### src/rtl/counter_pkg.sv
// Shared definitions for the triangle-sweep counter slice: FSM encoding and default widths.
package counter_pkg;

    localparam int unsigned DEF_BITS = 4;
    localparam int unsigned DEF_SW   = 8;

    typedef enum logic [1:0] {
        ST_IDLE     = 2'd0,
        ST_RUN_UP   = 2'd1,
        ST_RUN_DOWN = 2'd2
    } sweep_state_t;

endpackage

### src/rtl/updown_counter_ld.sv
// Loadable up/down counter; a load takes priority over a count step.
module updown_counter_ld
    import counter_pkg::*;
#(
    parameter int unsigned BITS = DEF_BITS
) (
    input  logic            clk,
    input  logic            reset,
    input  logic            load,
    input  logic [BITS-1:0] load_val,
    input  logic            en,
    input  logic            up,
    output logic [BITS-1:0] q
);

    logic [BITS-1:0] r_q;

    always_ff @(posedge clk) begin
        if (reset) begin
            r_q <= '0;
        end else if (load) begin
            r_q <= load_val;
        end else if (en) begin
            r_q <= up ? r_q + BITS'(1) : r_q - BITS'(1);
        end
    end

    assign q = r_q;

endmodule

### src/rtl/counter_sweep_ctrl.sv
// Sequences an up/down counter through lo->hi->lo triangle sweeps, one-shot or continuous,
// with pause, abort and a completed-sweep count.
module counter_sweep_ctrl
    import counter_pkg::*;
#(
    parameter int unsigned BITS = DEF_BITS,
    parameter int unsigned SW   = DEF_SW
) (
    input  logic            clk,
    input  logic            reset,
    input  logic            start,
    input  logic            stop,
    input  logic            pause,
    input  logic            cont,
    input  logic [BITS-1:0] lo,
    input  logic [BITS-1:0] hi,
    output logic [BITS-1:0] q,
    output logic            up,
    output logic            busy,
    output logic            done,
    output logic            err,
    output logic [SW-1:0]   sweeps
);

    sweep_state_t    r_state;
    logic [BITS-1:0] r_lo;
    logic [BITS-1:0] r_hi;
    logic            r_cont;
    logic            r_up;
    logic            r_busy;
    logic            r_done;
    logic            r_err;
    logic [SW-1:0]   r_sweeps;

    logic [BITS-1:0] w_q;
    logic [BITS-1:0] w_q_inc;
    logic [BITS-1:0] w_q_dec;
    logic            w_lo_ok;
    logic            w_load;
    logic            w_en;
    logic            w_dir_up;

    // Limits never let q leave [lo, hi], so these never wrap while a step is taken.
    assign w_q_inc = w_q + BITS'(1);
    assign w_q_dec = w_q - BITS'(1);
    assign w_lo_ok = lo < hi;

    // Counter controls for the step taken at the coming edge.
    always_comb begin
        w_load   = 1'b0;
        w_en     = 1'b0;
        w_dir_up = 1'b0;
        if (!stop) begin
            case (r_state)
                ST_IDLE:     w_load = start && w_lo_ok;
                ST_RUN_UP:   begin w_en = !pause; w_dir_up = 1'b1; end
                ST_RUN_DOWN: w_en = !pause;
                default:     w_en = 1'b0;
            endcase
        end
    end

    always_ff @(posedge clk) begin
        if (reset) begin
            r_state  <= ST_IDLE;
            r_lo     <= '0;
            r_hi     <= '0;
            r_cont   <= 1'b0;
            r_up     <= 1'b0;
            r_busy   <= 1'b0;
            r_done   <= 1'b0;
            r_err    <= 1'b0;
            r_sweeps <= '0;
        end else begin
            r_done <= 1'b0;
            r_err  <= 1'b0;
            if (stop) begin
                r_state <= ST_IDLE;
                r_up    <= 1'b0;
                r_busy  <= 1'b0;
            end else begin
                case (r_state)
                    ST_IDLE: begin
                        if (start && w_lo_ok) begin
                            r_lo     <= lo;
                            r_hi     <= hi;
                            r_cont   <= cont;
                            r_sweeps <= '0;
                            r_state  <= ST_RUN_UP;
                            r_up     <= 1'b1;
                            r_busy   <= 1'b1;
                        end else if (start) begin
                            r_err <= 1'b1;
                        end
                    end
                    ST_RUN_UP: begin
                        if (!pause && (w_q_inc == r_hi)) begin
                            r_state <= ST_RUN_DOWN;
                            r_up    <= 1'b0;
                        end
                    end
                    ST_RUN_DOWN: begin
                        if (!pause && (w_q_dec == r_lo)) begin
                            r_sweeps <= r_sweeps + SW'(1);
                            if (r_cont) begin
                                r_state <= ST_RUN_UP;
                                r_up    <= 1'b1;
                            end else begin
                                r_state <= ST_IDLE;
                                r_busy  <= 1'b0;
                                r_done  <= 1'b1;
                            end
                        end
                    end
                    default: r_state <= ST_IDLE;
                endcase
            end
        end
    end

    updown_counter_ld #(.BITS(BITS)) u_cnt (
        .clk      (clk),
        .reset    (reset),
        .load     (w_load),
        .load_val (lo),
        .en       (w_en),
        .up       (w_dir_up),
        .q        (w_q)
    );

    assign q      = w_q;
    assign up     = r_up;
    assign busy   = r_busy;
    assign done   = r_done;
    assign err    = r_err;
    assign sweeps = r_sweeps;

endmodule

### config.mk
export PLATFORM = sky130hd
export DESIGN_NAME = counter_sweep_ctrl
export DESIGN_NICKNAME = d
export VERILOG_FILES = /design/src/rtl/counter_pkg.sv /design/src/rtl/updown_counter_ld.sv /design/src/rtl/counter_sweep_ctrl.sv
export SDC_FILE = /design/constraint.sdc
export NUM_CORES = 1
export LEC_CHECK = 0
export ABC_AREA = 1
export BUFFER_PORTS_ARGS = -buffer_cell sky130_fd_sc_hd__buf_2
export CAP_MARGIN = 10
export CORE_AREA = 2 2 61 63
export CTS_CLUSTER_SIZE = 14
export DETAILED_ROUTE_END_ITERATION = 6
export DIE_AREA = 0 0 63 65
export GPL_ROUTABILITY_DRIVEN = 0
export MAX_ROUTING_LAYER = met4
export PLACE_DENSITY = 0.71
export SLEW_MARGIN = 30
export SYNTH_ARGS = -nofsm -noshare
export SYNTH_HDL_FRONTEND = slang
export SYNTH_SLANG_ARGS = --single-unit
### constraint.sdc
create_clock -name clk -period 5.4 [get_ports clk]
set_input_delay 1.08 -clock clk [delete_from_list [all_inputs] [get_ports clk]]
set_output_delay 1.08 -clock clk [all_outputs]
set_load 0.02 [all_outputs]
# Word level (Yosys, flattened, before mapping)
# Index checks and enable logic that the tools add are counted.
[classes] add_sub_neg=3 n_lt_le_gt_ge=1 eq_ne=9 n_mux=27 bitwise_logic=4 n_reduce_logical=17
[op_table] op="$mux 8" count=2
[op_table] op="$pmux 8 s2" count=1
[op_table] op="$mux 1" count=15
[op_table] op="$mux 4" count=3
[op_table] op="$ne 2x2->1 const B" count=5
[op_table] op="$add 8x1->8 const B" count=1
[op_table] op="$eq 4x4->1" count=2
[op_table] op="$reduce_and 4->1" count=2
[op_table] op="$reduce_or 4->1" count=2
[op_table] op="$mux 2" count=3
[op_table] op="$pmux 2 s3" count=1
[op_table] op="$reduce_and 3->1" count=2
[op_table] op="$reduce_and 5->1" count=1
[op_table] op="$add 4x1->4 const B" count=1
[op_table] op="$lt 4x4->1" count=1
[op_table] op="$not 1->1" count=4
[op_table] op="$reduce_bool 2->1" count=2
[op_table] op="$reduce_or 2->1" count=2
[op_table] op="$sub 4x1->4 const B" count=1
[op_table] op="$logic_and 1x1->1" count=3
[op_table] op="$pmux 1 s3" count=1
[op_table] op="$reduce_bool 3->1" count=1
[op_table] op="$eq 2x1->1 const B" count=1
[op_table] op="$eq 2x2->1 const B" count=1
[op_table] op="other kinds (3)" count=3
[word_totals] ff_bits=27 in_bits=14 out_inout_bits=16

# Logic depth before layout (Yosys ltp)
# Gate-level depths: netlist of run 1.
[logic_depth] depth_word=6 ltp_mapped=17

# Modules after synthesis
# A second synthesis of run 1 with hierarchy kept.
[unflattened] hier_cells=262 hier_area_um2=1749.2
[by_module_without_submodules] mod="counter_sweep_ctrl" instances=1 cells_each=217 area_each_um2=1447.6 seq_area_each_um2=460.4
[by_module_without_submodules] mod="updown_counter_ld" instances=1 cells_each=45 area_each_um2=301.5 seq_area_each_um2=80.1

# Least setup slack after synthesis of run 1
# No wires, ideal clock.
[synth_path] path_kind="input port to flip-flop" startpoint="in hi[3]" endpoint="reg r_lo[3]" setup_time_ns=0.129 t_arrival_ns=2.226 required_ns=5.271 path_slack_ns=3.045 stages=9 cell_sequence="inv_1 ha_1 a21oi_1 nand3_1 nor2_1 nand2_1 buf_2 a21oi_1 nor2_1"
[synth_between] elab_chain_len=3
[synth_rtl] item="start, declared" line="counter_sweep_ctrl.sv:16" source="input logic [BITS-1:0] hi,"
[synth_rtl] item="$lt 4x4->1" line="counter_sweep_ctrl.sv:46" source="assign w_lo_ok = lo < hi;"
[synth_rtl] item="$logic_and 1x1->1" line="counter_sweep_ctrl.sv:84" source="if (start && w_lo_ok) begin"
[synth_rtl] item="$reduce_and 3->1 (no line)"
[synth_rtl] item="end signal, assigned" line="counter_sweep_ctrl.sv:85" source="r_lo <= lo;"
[synth_rtl] item="end, declared" line="counter_sweep_ctrl.sv:26" source="logic [BITS-1:0] r_lo;"
# No other way between the ends.
# A chain may end at the register's enable or synchronous reset.

# Worst setup path after layout of run 1
[layout_path] startpoint="in hi[1]" endpoint="reg u_cnt.r_q[1], in the netlist u_cnt.q[1]"
[layout_between] elab_chain_len=5 word_cells_on_any_way=6 cone_classes="order compare (1); mux (3); reduce/logical (2)"
[layout_rtl] item="$lt 4x4->1 (*)" line="counter_sweep_ctrl.sv:46"
[layout_rtl] item="$logic_and 1x1->1 (*)" line="counter_sweep_ctrl.sv:55" source="ST_IDLE: w_load = start && w_lo_ok;"
[layout_rtl] item="$mux 1 (*)" line="counter_sweep_ctrl.sv:54" source="case (r_state)"
[layout_rtl] item="$mux 1 (*)" line="counter_sweep_ctrl.sv:53" source="if (!stop) begin"
[layout_rtl] item="$mux 4 / $reduce_bool 2->1 (equally long branches)"
[layout_rtl] item="end signal, assigned" line="updown_counter_ld.sv:22" source="r_q <= load_val;"
[layout_rtl] item="end signal, assigned" line="updown_counter_ld.sv:24" source="r_q <= up ? r_q + BITS'(1) : r_q - BITS'(1);"
[layout_rtl] item="end, declared" line="updown_counter_ld.sv:16" source="logic [BITS-1:0] r_q;"
# Mark *: on every way between the ends. The rest lies on a longest branch, timed or not.

==> results of run 1 <==
-- through the flow --
stage,cell area [um^2],instances,hold WS (ns),util
finish,1890,329,0.472,0.542
global route,1890,329,0.509,0.542
CTS,1890,329,0.476,0.542
detailed placement,1870,325,0.456,0.534
global placement,1870,325,0.448,0.534
floorplan,1680,251,0.443,-
-- metal layers --
layer / global-route usage / up-vias / part of all wire
li1: - / 868 / -
met1: 0.229 / 740 / 0.43
met2: 0.382 / 45 / 0.51
met3: 0.0382 / 2 / 0.053
met4: 0.0583 / 0 / 0.0063
met5: - / - / 0
-- tightest hold or removal path, delay by kind of cell (launching register included) --
family          cells  cell delay, ns
flops               1            0.33
simple gates        1            0.06
compound gates      1            0.05
-- worst paths after layout --
| path | to | depth (start not counted) |
|---|---|---|
| max | u_cnt.q[1] | 13 |
| max reg2reg | sweeps[3] | 12 |
| min reg2reg | busy | 2 |
| min | busy | 2 |
-- cells by family (layout without fill, tap and decap cells) --
logic type / after synthesis / in the layout / synth area share
compound gates: 39 / 39 / 0.122
xor+xnor: 6 / 6 / 0.0313
fa+ha+maj: 10 / 10 / 0.0746
buf+inv: 36 / 66 / 0.0866
flops: 27 / 27 / 0.322
simple gates: 133 / 133 / 0.363
-- power groups by stage --
stage               combinational [mW]  sequential, mW  clock [mW]
floorplan                        0.107           0.234           0
global route                     0.170           0.228       0.102
finish                           0.148           0.226      0.0887
detailed placement               0.149           0.230           0
CTS                              0.149           0.226      0.0925
global placement                 0.147           0.230           0
-- synth_stat cells (all sizes together) --
master / n / area share
nand2: 62 / 0.16
nor2: 37 / 0.093
inv: 32 / 0.076
dfxtp: 27 / 0.32
a21oi: 23 / 0.069
nand3: 22 / 0.066
o21ai: 13 / 0.039
ha: 10 / 0.075
nand4: 4 / 0.015
xor2: 4 / 0.021
nor3: 3 / 0.012
buf: 2 / 0.0060
nor3b: 2 / 0.0090
xnor2: 2 / 0.010
a211oi: 1 / 0.0045
a31o: 1 / 0.0052
and3: 1 / 0.0037
clkbuf: 1 / 0.0022
clkinv: 1 / 0.0022
nand3b: 1 / 0.0045
nor4: 1 / 0.0037
o31ai: 1 / 0.0045
-- registers in the layout (all words and copies together), names as in the netlist --
name     flops
err          1
sweeps       8
done         1
r_lo         4
r_hi         4
u_cnt.q      4
r_state      2
up           1
busy         1
r_cont       1
-- layout make-up --
type | instances | area [um^2] | share of cell area
inverter | 33 | 131 | 0.0694
tap | 48 | 60.1 | 0.0317
sequential | 27 | 541 | 0.285
timing repair buffer | 29 | 145 | 0.0766
multi-input combinational | 188 | 991 | 0.523
clock buffer | 4 | 26.3 | 0.0139
==> impl_metrics.py, run 1 <==
metrics = {
    "cts": {
        "cts_sinks": 27,
        "postCtsSetupBuffers": 0,
        "clockBufferDepth": 2,
        "cts_buffers": 3,
        "htreeDepth": 1,
        "cts_root_buffer": "clkbuf_4",
        "clk_pin_slew_ns": 0.15,
        "insertion_delay_ns": 0.33,
        "ctsHoldBuffers": 0,
        "tritoncts": "built",
        "cts_resized": 0,
    },
    "sta": {
        "finalSetupViolations": 0,
        "fin_tns_setup_ns": 0,
        "finalClockSkew_ns": 0.00747,
        "setup_slack_ns": 2.90,
        "fin_crit_ns": 2.50,
        "max_freq_ghz": 0.400,
        "slew-limit-headroom": 0.683,
        "final.period_utilization": 0.463,
        "tightest_slew_ns": 0.475,
        "finalHoldViolations": 0,
        "final-max-slew-violation-count": 0,
        "rsz0062_at_grt": "false",
    },
    "cells_and_area": {
        "final_cell_mix": "nand2_1 (56), nor2_1 (32), inv_1 (29), buf_2 (29), dfxtp_1 (27)",
        "layout-drive-gt1-share": 0.171,
        "nets": 306,
        "area_delta_synth_final_pct": 13.0,
        "n_fill_cell": 373,
        "n_antenna_cell": 0,
        "mostFrequentLayoutCell": "nand2_1",
    },
    "synth": {
        "synth_warnings": 0,
        "synth.ff_latch_count": 27,
        "synth.net_count": 275,
        "synth_area_per_cell_um2": 6.68,
        "syn_area_mm2": 0.00168,
        "synthCells": 251,
        "synth.distinct_cells": 30,
        "synth-seq-area-share": 0.322,
    },
    "worst_hold_path": {
        "holdCritStartpoint": "busy",
        "hp-class": "flip-flop to flip-flop",
    },
    "global_routing": {
        "grtUsageTotal": 0.207,
        "gr-total-overflow": 0,
        "grt_pass1_wl_mm": 6.57,
        "grt_max_degree": 17,
        "first_global_vias": 1526,
        "antenna_found_initial": 0,
    },
    "setup_path": {
        "timing.rr.start": "u_cnt.q[0]",
        "crit_path_start_kind": "input port",
        "critPathKind": "input port to flip-flop",
        "worstPathMaxFanout": 16,
        "cp_top_family": "simple AND/OR/NAND/NOR gates",
        "crit_chain": "buf_2 -> inv_1 -> ha_1 -> o21ai_1 -> nand2_1 -> nand2_1 -> nand3_1 -> nor2_1 -> nand2_1 -> nand2_1 -> nand2_1 -> a21oi_1 -> nor2_1",
        "crit_buf_inv": 2,
        "startpoint": "hi[1]",
        "critical_path.most_common_cell": "nand2_1",
        "cp-end-kind": "flip-flop",
        "cp_data_required_time_ns": 5.64,
        "cp_slowest_stage_delay_ns": 0.32,
        "slowest_stage": "nand2_1",
        "rrSetupSlack_ns": 3.28,
        "critPathArrivalTime_ns": 2.74,
    },
    "drt": {
        "vias": 1655,
        "vias_per_cell": 5.03,
        "routed_wl_mm": 3.78,
        "drtIter0Drc": 103,
        "drc_errors": 0,
        "firstDrtPassIters": 4,
        "antenna_left": 0,
        "wl_per_cell_um": 11.5,
    },
    "floorplanning": {
        "ioPinCount": 30,
        "die_height_um": 65,
        "row_count": 22,
        "start_util": 0.480,
        "dieArea_mm2": 0.00410,
        "die_x_um": 63,
        "core_mm2": 0.00350,
    },
    "power": {
        "power_density_mw_per_mm2": 244,
        "vdd_ir_drop_max_v": 0.000162,
        "p_switching_mw": 0.171,
        "clkPwrFrac": 0.192,
        "power_frac_seq": 0.488,
        "power_mw": 0.463,
        "internal_power_mw": 0.292,
        "power_switching_share": 0.369,
        "pwr-share-comb": 0.320,
        "p_leak_nw": 0.874,
    },
    "job": {
        "maxCapViolCount": 0,
    },
    "outcome": {
        "status": "finished clean",
    },
    "place": {
        "place.detailed.hpwl_mm": 2.96,
        "post-place-ws_ns": 2.56,
        "port_buffers": 29,
    },
}
(Power assumes the default switching activity.)
==> run 2: changes to the inputs <==
Settings changed: ABC_AREA 1 to 0, CORE_AREA 2 2 61 63 to 2 2 60 62, DIE_AREA 0 0 63 65 to 0 0 62 64, PLACE_DENSITY 0.71 to 0.73.
Clock period 5.4 ns to 2.2 ns, I/O delays scaled along.
==> impl_metrics.py, run 2 <==
metrics = {
    "cts": {
        "clockBufferDepth": 2,
        "insertion_delay_ns": 0.32,
        "htreeDepth": 1,
        "cts_root_buffer": "clkbuf_4",
        "cts_sinks": 27,
        "tritoncts": "built",
        "clk_pin_slew_ns": 0.14,
        "cts_buffers": 3,
    },
    "floorplanning": {
        "core_mm2": 0.00328,
        "row_count": 21,
        "dieArea_mm2": 0.00397,
        "die_x_um": 62,
        "die_height_um": 64,
        "ioPinCount": 30,
        "start_util": 0.478,
    },
    "drt": {
        "antenna_left": 0,
        "vias": 1414,
        "drtIter0Drc": 74,
        "vias_per_cell": 5.16,
        "drc_errors": 0,
        "routed_wl_mm": 3.48,
        "firstDrtPassIters": 4,
        "wl_per_cell_um": 12.7,
    },
    "synth": {
        "synth.distinct_cells": 42,
        "synth.largest_area_cell": "dfxtp_1",
        "synth_area_per_cell_um2": 8.22,
        "syn_area_mm2": 0.00157,
        "synth_edf_count": 0,
        "synth.net_count": 215,
        "synth_common_cells": "nand2_1 (31), dfxtp_1 (27), a21oi_1 (16), inv_1 (16), nor2_1 (12)",
        "synth-seq-area-share": 0.344,
        "synthTopCellsByArea": "dfxtp_1 (34%), ha_1 (8.0%), nand2_1 (7.4%), a21oi_1 (5.1%), xnor2_1 (4.5%)",
        "synthCells": 191,
        "yosysTopAreaCellShare": 0.344,
        "async_flop_share": 0,
        "synth_most_common_cell": "nand2_1",
        "synth_top_flop_cell": "dfxtp_1",
        "synth.ff_latch_count": 27,
        "synth_warnings": 0,
    },
    "global_routing": {
        "gr-total-overflow": 0,
        "grtUsageTotal": 0.198,
        "grt_max_degree": 19,
        "grt_pass1_wl_mm": 5.92,
        "first_global_vias": 1349,
        "antenna_found_initial": 0,
    },
    "power": {
        "p_switching_mw": 0.301,
        "pwr-share-comb": 0.255,
        "internal_power_mw": 0.688,
        "clkPwrFrac": 0.218,
        "vdd_ir_drop_max_v": 0.000271,
        "power_mw": 0.989,
        "power_density_mw_per_mm2": 523,
        "power_switching_share": 0.304,
        "p_leak_nw": 0.804,
        "power_frac_seq": 0.527,
    },
    "place": {
        "port_buffers": 29,
        "place.detailed.hpwl_mm": 2.61,
        "placed_area_mm2": 0.00182,
        "post-place-ws_ns": -0.0613,
    },
    "setup_path": {
        "cp_data_required_time_ns": 2.47,
        "cp_slowest_stage_delay_ns": 0.38,
        "critPathKind": "flip-flop to flip-flop",
        "reg2reg_depth": 8,
        "crit_chain": "inv_1 -> ha_4 -> xor3_1 -> nor4_2 -> buf_4 -> and3_4 -> or3b_1 -> a21oi_1",
        "cp-end-kind": "flip-flop",
        "critPathArrivalTime_ns": 2.33,
        "slowest_stage": "dfxtp_4",
        "worstPathMaxFanout": 5,
        "crit_path_start_kind": "flip-flop",
    },
    "sta": {
        "fin_crit_ns": 2.06,
        "finalSetupViolations": 0,
        "slew-limit-headroom": 0.705,
        "final-max-slew-violation-count": 0,
        "setup_slack_ns": 0.141,
        "finalClockSkew_ns": 0.00278,
        "timing.hold.ws_ns": 0.332,
        "tightest_slew_ns": 0.439,
        "max_freq_ghz": 0.486,
        "final.period_utilization": 0.936,
        "finalHoldViolations": 0,
    },
    "cells_and_area": {
        "largest_reg_flops": 8,
        "area_delta_synth_final_pct": 20.3,
        "final_cell_mix": "nand2_1 (31), buf_2 (29), dfxtp_1 (25)",
        "layout-drive-gt1-share": 0.228,
        "mostFrequentLayoutCell": "nand2_1",
        "stdcell_area_mm2": 0.00189,
        "nets": 253,
        "n_fill_cell": 338,
        "n_antenna_cell": 0,
        "final_core_util": 0.575,
    },
    "outcome": {
        "status": "finished clean",
    },
    "job": {
        "maxCapViolCount": 0,
    },
    "worst_hold_path": {
        "hp-class": "input port to flip-flop",
        "min_path_cells": 3,
    },
}
-- run 2: changes by cell type in the layout (fill, tap and decap cells not counted), moves of 5 or more --
cell	change
nand2_1	-25
nor2_1	-20
xnor2_1	+5
inv_1	-13
buf_4	+10
nand3_1	-18
o31ai_1	+5
a21oi_1	-7
o21ai_0	-8
-- run 2: final timing paths --
path                                 start         to  slack (ns)
worst min-delay path                  cont     r_cont        0.33
worst max-delay path            u_cnt.q[1]  sweeps[0]        0.14
worst max register to register  u_cnt.q[1]  sweeps[0]        0.14
worst min register to register     r_hi[2]    r_hi[2]        0.48
-- run 2: power groups by stage --
stage                     combinational [mW]  sequential, mW  clock [mW]
final                                  0.252           0.521       0.216
after global routing                   0.281           0.524       0.245
after CTS                              0.238           0.521       0.226
after detailed placement               0.236           0.531           0
after global placement                 0.232           0.531           0
after floorplan                        0.148           0.544           0
-- run 2: cells by family after synthesis --
| logic type | Yosys count | synth area share |
|---|---|---|
| simple gates | 68 | 0.203 |
| compound gates | 46 | 0.206 |
| flops | 27 | 0.344 |
| buf+inv | 22 | 0.0534 |
| xor+xnor | 15 | 0.0932 |
| fa+ha+maj | 10 | 0.0797 |
| mux | 3 | 0.0199 |
-- run 2: what timing repair did --
action | CTS | global route
endpoints found under the setup margin | 0 | 10
setup buffers | 0 | 1
gates resized for setup | 0 | 7
hold buffers | 0 | 0
-- run 2: through the flow --
stage	instances	setup TNS (ns)
after global placement	269	-0.0524
after detailed placement	269	-0.118
final	274	0
after floorplan	191	0
after global routing	274	-0.0205
after CTS	273	0
-- run 2: critical path, delay by kind of cell (launching register included) --
family | cells | cell delay [ns]
AO/OA/AOI/OAI | 1 | 0.14
XOR/XNOR | 1 | 0.27
adder cells (fa/ha/maj) | 1 | 0.15
buffers and inverters | 2 | 0.26
flip-flops | 1 | 0.38
AND/OR/NAND/NOR | 3 | 0.80
-- run 2: cell type report --
class                           instances  area, um^2  share of cell area
Clock buffer                            4        26.3              0.0139
Inverter                               16        60.1              0.0318
Multi-Input combinational cell        142         980               0.519
Sequential cell                        27         546               0.289
Tap cell                               46        57.6              0.0305
Timing Repair Buffer                   39         220               0.117
-- run 2: per-layer routing --
metal	global-route usage	vias up	routed length, um
li1	-	746	-
met1	0.253	633	1660
met2	0.327	31	1660
met3	0.0182	4	118
met4	0.0559	0	48
met5	-	-	0
==> run 3: changes to the inputs <==
Settings changed: CELL_PAD_IN_SITES_DETAIL_PLACEMENT from default to 1, CELL_PAD_IN_SITES_GLOBAL_PLACEMENT from default to 1, CORE_AREA 2 2 60 62 to 2 2 70 72, DIE_AREA 0 0 62 64 to 0 0 72 74, PLACE_DENSITY 0.73 to default, PLACE_DENSITY_LB_ADDON from default to 0.1.
==> impl_metrics.py, run 3 (synthesized netlist as in run 2, its figures left out) <==
metrics = {
    "place": {
        "place.detailed.hpwl_mm": 3.45,
        "port_buffers": 29,
    },
    "floorplanning": {
        "dieArea_mm2": 0.00533,
        "core_mm2": 0.00460,
        "ioPinCount": 30,
        "die_height_um": 74,
        "row_count": 25,
        "start_util": 0.341,
        "die_x_um": 72,
    },
    "global_routing": {
        "antenna_found_initial": 0,
        "busiest_layer": "met2",
        "grt_pass1_wl_mm": 7.10,
        "grtUsageTotal": 0.177,
        "gr-total-overflow": 0,
        "use_met3": 0.0217,
        "first_global_vias": 1488,
        "grtUsageMet1": 0.207,
        "grt_use_met2": 0.320,
        "grt_max_degree": 19,
    },
    "sta": {
        "finalSetupViolations": 0,
        "slew-limit-headroom": 0.639,
        "rsz0062_at_grt": "true",
        "finalHoldViolations": 0,
        "max_freq_ghz": 0.472,
        "final.period_utilization": 0.963,
        "finalClockSkew_ns": 0.00127,
        "fin_crit_ns": 2.12,
        "timing.hold.ws_ns": 0.401,
        "fin_tns_setup_ns": 0,
        "final-max-slew-violation-count": 0,
        "tightest_slew_ns": 0.541,
    },
    "drt": {
        "antenna_left": 0,
        "vias_per_cell": 5.31,
        "drtIter0Drc": 36,
        "vias": 1514,
        "firstDrtPassIters": 4,
        "routed_wl_mm": 4.40,
        "drc_errors": 0,
        "wl_per_cell_um": 15.4,
    },
    "job": {
        "maxCapViolCount": 0,
    },
    "cts": {
        "clockBufferDepth": 2,
        "postCtsSetupBuffers": 0,
        "cts_buffers": 3,
        "htreeDepth": 1,
        "tritoncts": "built",
        "ctsHoldBuffers": 0,
        "clk_pin_slew_ns": 0.09,
        "cts_root_buffer": "clkbuf_8",
        "insertion_delay_ns": 0.27,
        "cts_sinks": 27,
    },
    "setup_path": {
        "cp-end-kind": "flip-flop",
        "crit_path_start_kind": "flip-flop",
        "cp_data_required_time_ns": 2.41,
        "worstPathMaxFanout": 9,
        "critPathKind": "flip-flop to flip-flop",
        "critPathArrivalTime_ns": 2.33,
    },
    "cells_and_area": {
        "n_fill_cell": 577,
        "mostFrequentLayoutCell": "nand2_1",
        "layout-drive-gt1-share": 0.247,
        "largest_reg_flops": 8,
        "area_delta_synth_final_pct": 24.6,
        "n_antenna_cell": 0,
        "multi_input_area_um2": 1000,
        "register_area_um2": 542,
        "final_cell_mix": "nand2_1 (31), buf_2 (29), dfxtp_1 (26)",
        "final_core_util": 0.426,
        "nets": 256,
    },
    "power": {
        "power_density_mw_per_mm2": 553,
        "p_leak_nw": 0.826,
        "vdd_ir_drop_max_v": 0.000253,
    },
    "worst_hold_path": {
        "hp-class": "input port to flip-flop",
    },
    "outcome": {
        "status": "finished clean",
    },
}
==> run 3: report_power, final <==
| part | total [mW] | leakage [nW] | switching (mW) | internal (mW) |
|---|---|---|---|---|
| Sequential | 0.519 | 0.219 | 0.0124 | 0.507 |
| Clock | 0.289 | 0.0228 | 0.159 | 0.130 |
| Combinational | 0.273 | 0.584 | 0.160 | 0.113 |
| Total | 1.08 | 0.826 | 0.332 | 0.750 |
==> run 3: layout make-up <==
cell class,instances,area share
flip-flops and latches,27,0.277
inverters,16,0.0307
well taps,54,0.0345
multi-input cells,142,0.511
repair buffers,42,0.124
clock buffers,4,0.0230
==> run 3: path summary, 6_finish.rpt <==
kind	cells after the start	startpoint	endpoint	slack, ns
min reg2reg	2	r_lo[0]	r_lo[0]	0.48
max	7	u_cnt.q[0]	sweeps[1]	0.08
max reg2reg	7	u_cnt.q[0]	sweeps[1]	0.08
min	3	cont	r_cont	0.40
==> run 3: repair_timing <==
| action | in CTS | in global routing |
|---|---|---|
| hold endpoints to repair | 0 | 0 |
| setup endpoints to repair | 0 | 5 |
| gates resized for setup | 0 | 12 |
==> run 3: routing by layer <==
| layer | vias to the layer above | share of wire |
|---|---|---|
| met3 | 4 | 0.024 |
| li1 | 746 | - |
| met5 | - | 0 |
| met4 | 0 | 0.0082 |
| met1 | 740 | 0.42 |
| met2 | 24 | 0.55 |
==> run 3: critical path, stage by stage, from the launching register on <==
cell,delay [ns]
dfxtp_2,0.33
inv_1,0.08
ha_2,0.19
xor3_2,0.31
nor4_4,0.36
a31oi_4,0.18
or3_1,0.43
a21oi_1,0.15
==> run 3: stage by stage <==
| step | area [um^2] | worst slack (ns) | std cells | total power [mW] |
|---|---|---|---|---|
| floorplan | 1570 | 0.0759 | 191 | 0.691 |
| global placement | 1860 | 0.0324 | 281 | 0.779 |
| detailed placement | 1860 | -0.0226 | 281 | 0.786 |
| CTS | 1900 | 0.0501 | 285 | 1.08 |
| global route | 1960 | -0.0468 | 285 | 1.15 |
| finish | 1960 | 0.0818 | 285 | 1.08 |
